### src/rtl/lb_clock_counter.sv
// Programmable tick generator: emits a one-cycle done pulse every `value` clk cycles.
// A value of zero disables the counter; a value of one pulses every cycle.
module lb_clock_counter #(
   parameter int unsigned WIDTH = 20
) (
   input  logic             clk,
   input  logic             reset,
   input  logic [WIDTH-1:0] value,
   output logic             done
);

   localparam logic [WIDTH-1:0] One = {{(WIDTH-1){1'b0}}, 1'b1};

   logic [WIDTH-1:0] cnt_q, cnt_d;
   logic             done_q, done_d;

   always_comb begin
      cnt_d  = '0;
      done_d = 1'b0;
      if (value == '0) begin
         cnt_d  = '0;
         done_d = 1'b0;
      end else if (cnt_q >= value - One) begin
         // >= rather than == so a value lowered below cnt wraps on the next edge
         cnt_d  = '0;
         done_d = 1'b1;
      end else begin
         cnt_d  = cnt_q + One;
         done_d = 1'b0;
      end
   end

   always_ff @(posedge clk) begin
      if (!reset) begin
         cnt_q  <= '0;
         done_q <= 1'b0;
      end else begin
         cnt_q  <= cnt_d;
         done_q <= done_d;
      end
   end

   assign done = done_q;

endmodule

### config.mk
export PLATFORM = sky130hd
export DESIGN_NAME = lb_clock_counter
export DESIGN_NICKNAME = d
export VERILOG_FILES = /design/src/rtl/lb_clock_counter.sv
export SDC_FILE = /design/constraint.sdc
export NUM_CORES = 1
export LEC_CHECK = 0
export ABC_AREA = 1
export BUFFER_PORTS_ARGS = -buffer_cell sky130_fd_sc_hd__buf_2
export CAP_MARGIN = 20
export CORE_ASPECT_RATIO = 1.2
export CORE_MARGIN = 4
export CORE_UTILIZATION = 40
export CTS_CLUSTER_DIAMETER = 50
export DETAILED_ROUTE_END_ITERATION = 16
export GPL_TIMING_DRIVEN = 0
export MAX_ROUTING_LAYER = met4
export PLACE_DENSITY_LB_ADDON = 0.15
export SYNTH_ARGS = -nofsm -noshare
export SYNTH_HDL_FRONTEND = slang
export SYNTH_SLANG_ARGS = --single-unit
### constraint.sdc
create_clock -name clk -period 3.6 [get_ports clk]
set_input_delay 0.72 -clock clk [delete_from_list [all_inputs] [get_ports clk]]
set_output_delay 0.72 -clock clk [all_outputs]
set_load 0.01 [all_outputs]
**After elaboration in Yosys (flattened, before gate mapping)**

Index checks and enable logic that the tools add are counted.

- Add/sub/neg operators: 2
- Multipliers: 0
- Div/mod/pow operators: 0
- Order comparisons: 1
- Equality and inequality tests: 0
- Shift operators: 0
- Muxes and demuxes: 1
- Bitwise gates (word level): 1
- Reduce and logical (&&, ||, !) cells: 3

Operators with widths:

| kind | number |
|---|---|
| adder 20 x 1 -> 20 bit, second input constant | 1 |
| >= comparator 20 bit | 1 |
| logical NOT 20 bit | 1 |
| subtractor 20 x 1 -> 20 bit, second input constant | 1 |
| OR reduction 3 bit | 1 |
| OR reduction 2 bit | 1 |
| 2-to-1 mux 1 bit | 1 |
| NOT 1 bit | 1 |

- Register bits: 21
- Bits in latches: 0
- Memory bits (writable): 0
- Bits in read-only memories: 0
- Bits of input ports: 22
- Output and inout port bits: 1
- Memories: 0

**Logic depth before layout (Yosys ltp)**

- Depth after elaboration: 3
- Mapped depth: 19
- Gate-level depth less buffers: 19

**Worst setup path before layout**

Ideal clock, no wire load.

- Path kind: input-to-reg
- Start point: in value[0]
- End point: reg cnt_q[0]
- Library setup time: 0.064 ns
- Arrival: 2.770 ns
- Data required time: 3.536 ns
- Path slack: 0.766 ns
- Cell stages on the path: 19
- Path buffers: 1
- Cells stage by stage: inv_1 -> ha_1 -> nand3_1 -> nor2_2 -> nand2_2 -> nor2_1 -> xor2_1 -> inv_1 -> ha_1 -> nand2_1 -> nor2_1 -> nand2_1 -> inv_1 -> nand2_1 -> nand3_1 -> nor2_1 -> nand3_2 -> buf_4 -> nor2_1

- Word-level cells in the longest chain between the ends: 3
- Elaborated cells on any way between the ends: 4
- Those cells by class: add/sub (1); order compare (1); reduce/logical (2)

RTL lines:

| element | line | text |
|---|---|---|
| from (decl) | 8 | `input logic [WIDTH-1:0] value,` |
| subtractor 20 x 1 -> 20 bit | 23 | `end else if (cnt_q >= value - One) begin` |
| >= comparator 20 bit | 23 |  |
| OR reduction 3 bit (no line) (*) | -- |  |
| to (signal assigned) | 38 | `cnt_q <= cnt_d;` |
| to (decl) | 14 | `logic [WIDTH-1:0] cnt_q, cnt_d;` |

Every way passes the cells marked *; elsewhere a longest branch is shown, timed or not.
A chain may end at the register's enable or synchronous reset.

**Final worst setup path**

- Start point: in value[0]
- End point: reg cnt_q[9]

Same word-level chain as after synthesis.

==> summary.md <==
| Metric | Value |
|---|---|
| Post-CTS sizing | `0` |
| Non-filler instance count after layout | `395` |
| Leak | `between 1 and 1.5 nW` |
| Max Freq | `328.6 MHz` |
| Drt pass-1 iters | `4` |
| Number of synthesized flops with an enable pin | `0` |
| Actual slew at the worst max-slew pin | `412.3 ps` |
| Final Hold Vio Count | `0` |
| Cell Pwr Density | `211.7 nW/um^2` |
| Design Power | `476.5 uW` |
| Final WL | `4212 um` |
| Gr usage total | `0.1487` |
| Min cycle time layout | `approximately 3000 ps` |
| Most frequent cell after synthesis | `nand2_1` |
| Hold Crit Start | `cnt_q[0]$_SDFF_PP0_` |
| Post-synthesis sequential area ratio | `0.2082` |
| First-pass GRT wire length | `7286 um` |
| Crit start category | `input port` |
| Vias per cell | `4.628` |
| Synth warnings | `0` |
| Post-Synthesis Cells | `slightly above 300` |
| Finished Cell Area | `2251 um^2` |
| Cell Area, Synth | `2019 um^2` |
| Die Y | `85.84 um` |
| Die area | `6254 um^2` |
| Post-synth top cells | `nand2_1 (73), inv_1 (48), nor2_1 (45)` |
| Drt initial violations | `a little over 80` |
| Clock Latency Late Sink | `~260 ps` |
| Most used DFF post-synth | `dfxtp_1` |
| Vias | `1828` |
| Total CTS buffers | `3` |
| CTS tree | `yes` |
| Status | `completed` |
| Post-CTS setup buffers | `0` |
| Largest net degree at the start of global routing | `13` |
| Post-synthesis cell type count | `23` |
| Hold WS | `a little under 500 ps` |
| Port bufs | `22` |
| Setup-failing EPs final | `0` |
| Setup_tns | `0 ps` |
| Register-to-register setup slack | `~1900 ps` |
| Worst Hold Path Cells | `1` |
| Ys async rst share | `0` |
| # rows | `28` |
| Area growth, synth to finish | `11.46%` |
| Data arrival time of the critical path | `roughly 3200 ps` |
| Peak VDD IR | `slightly below 0.2 mV` |
| Layout cells sized above 1 | `0.1701` |
| Largest fanout on the critical path | `10` |
| Unrepaired setup endpoints after global routing | `false` |
| Max-Cap Viols | `0` |
| Yosys top cell area share | `0.2082` |
| Reg2reg path depth | `9` |
| Drt wl/cell | `roughly 11 um` |
| Clk root buf | `clkbuf_8` |
| Slew margin rel. | `0.7226` |
| Filler cells | `544` |
| Worst setup margin | `556.8 ps` |
| Pre-CTS setup slack | `around 240 ps` |
| Vias in the first global route | `1665` |
| Biggest area consumer among synthesized cells | `dfxtp_1` |
| Critical path class | `input port to flip-flop` |
| Starting Density | `0.4117` |
| Clock Sink Count | `21` |
| Io pins | `23` |
| Final Util | `0.4589` |
| Routed Antenna Nets | `0` |
| FF-to-FF Start | `cnt_q[7]$_SDFF_PP0_` |
| Sequential Area | `approximately 420 um^2` |
| Synth Net Count | `around 350` |
| # H-tree levels | `1` |
| Routability cong. | `0.8832` |
| Post-synthesis sequential element count | `21` |
| Area of placed instances | `2205 um^2` |
| Tcrit/Tclk final | `0.8453` |
| Core region area | `4905 um^2` |
| DIE WIDTH | `72.86 um` |
| DRC Markers | `0` |
| Area of the multi-input gates | `1378 um^2` |
| Post-Syn Area per Cell | `6.535 um^2` |
| Worst Path Required | `around 3800 ps` |
| Inst Count DP | `roughly 400` |
| Hold EP | `cnt_q[0]$_SDFF_PP0_` |
| Critical Path Sink Type | `flip-flop` |
| Max Slew Vio Count | `0` |
| Grt ovf | `0` |
| # diodes | `0` |
| Main area contributors after synthesis | `dfxtp_1 (21%), ha_1 (14%), nand2_1 (14%), inv_1 (8.9%), xor2_1 (8.7%)` |
| Worst-path clk slew | `80 ps` |
| Hold Path Class | `flip-flop to flip-flop` |
| CP startpoint | `value[0]` |
| Worst R2R End | `cnt_q[9]$_SDFF_PP0_` |
| Number of antenna violations at the first check in global routing | `0` |
| Skew final | `2.731 ps` |
| Clock buffer depth | `2` |
| Nets@finish | `around 380` |
| Post-cts hold buffer count | `0` |
| HPWL Detailed | `3702 um` |
-- cell usage in the layout, fill, tap and decap left out, drive strengths merged, types with 10 or more instances in the layout --
cell   count
buf       24
dfxtp     21
ha        23
inv       55
nand2     80
nand3     16
nor2      52
nor3      16
xnor2     10
xor2      20
-- flip-flops by register name (all words and copies together) (netlist names) --
name   flops
cnt_q     20
done       1
-- final cells by class --
class,count,share of cell area
Multi-Input combinational cell,231,0.6120
Sequential cell,21,0.1868
Inverter,55,0.09172
Timing Repair Buffer,22,0.04892
Tap cell,60,0.03335
Clock buffer,3,0.01834
Buffer,2,0.006670
Clock inverter,1,0.002223
-- layer usage --
| layer | global-route usage | part of all wire |
|---|---|---|
| met3 | 0.02110 | 0.016 |
| met2 | 0.2488 | 0.50 |
| met4 | 0.01510 | 0.0026 |
| met5 | - | 0 |
| met1 | 0.1962 | 0.49 |
-- critical path, cell delays in order --
cell and delay [ps]:
buf_2 110, inv_1 110, ha_1 240, nand3_1 170, nor2_2 210, nand2_2 110, nor2_1 120, xor2_1 150
inv_1 60, ha_1 260, nand2_1 80, nor2_1 50, nand2_1 110, nor2_1 50, nand2_1 70, nand2_1 50
nor2_1 170, nand3_2 110, buf_4 180, nor2_1 100
-- worst max path at each step --
stage	endpoint	slack, ps	cells after the start
floorplan	cnt_q[0]$_SDFF_PP0_	770	19
global placement	cnt_q[18]$_SDFF_PP0_	270	20
detailed placement	cnt_q[9]$_SDFF_PP0_	240	20
CTS	cnt_q[9]$_SDFF_PP0_	510	20
global route	cnt_q[19]$_SDFF_PP0_	180	20
finish	cnt_q[9]$_SDFF_PP0_	560	20
-- cells by family (layout without fill, tap and decap cells) --
kind of cell,count (synthesis),in the layout,share of synthesized area
flip-flops,21,21,0.2082
XOR/XNOR,30,30,0.1301
AO/OA/AOI/OAI,6,6,0.01673
adder cells (fa/ha/maj),23,23,0.1425
AND/OR/NAND/NOR,172,172,0.3928
buffers and inverters,57,83,0.1097
-- report_power, final --
group | switching, mW | internal [mW]
sequential | 0.00371 | 0.235
combinational | 0.0480 | 0.0345
clock | 0.0782 | 0.0771
total | 0.130 | 0.347
Power figures use the tool's default switching activity.
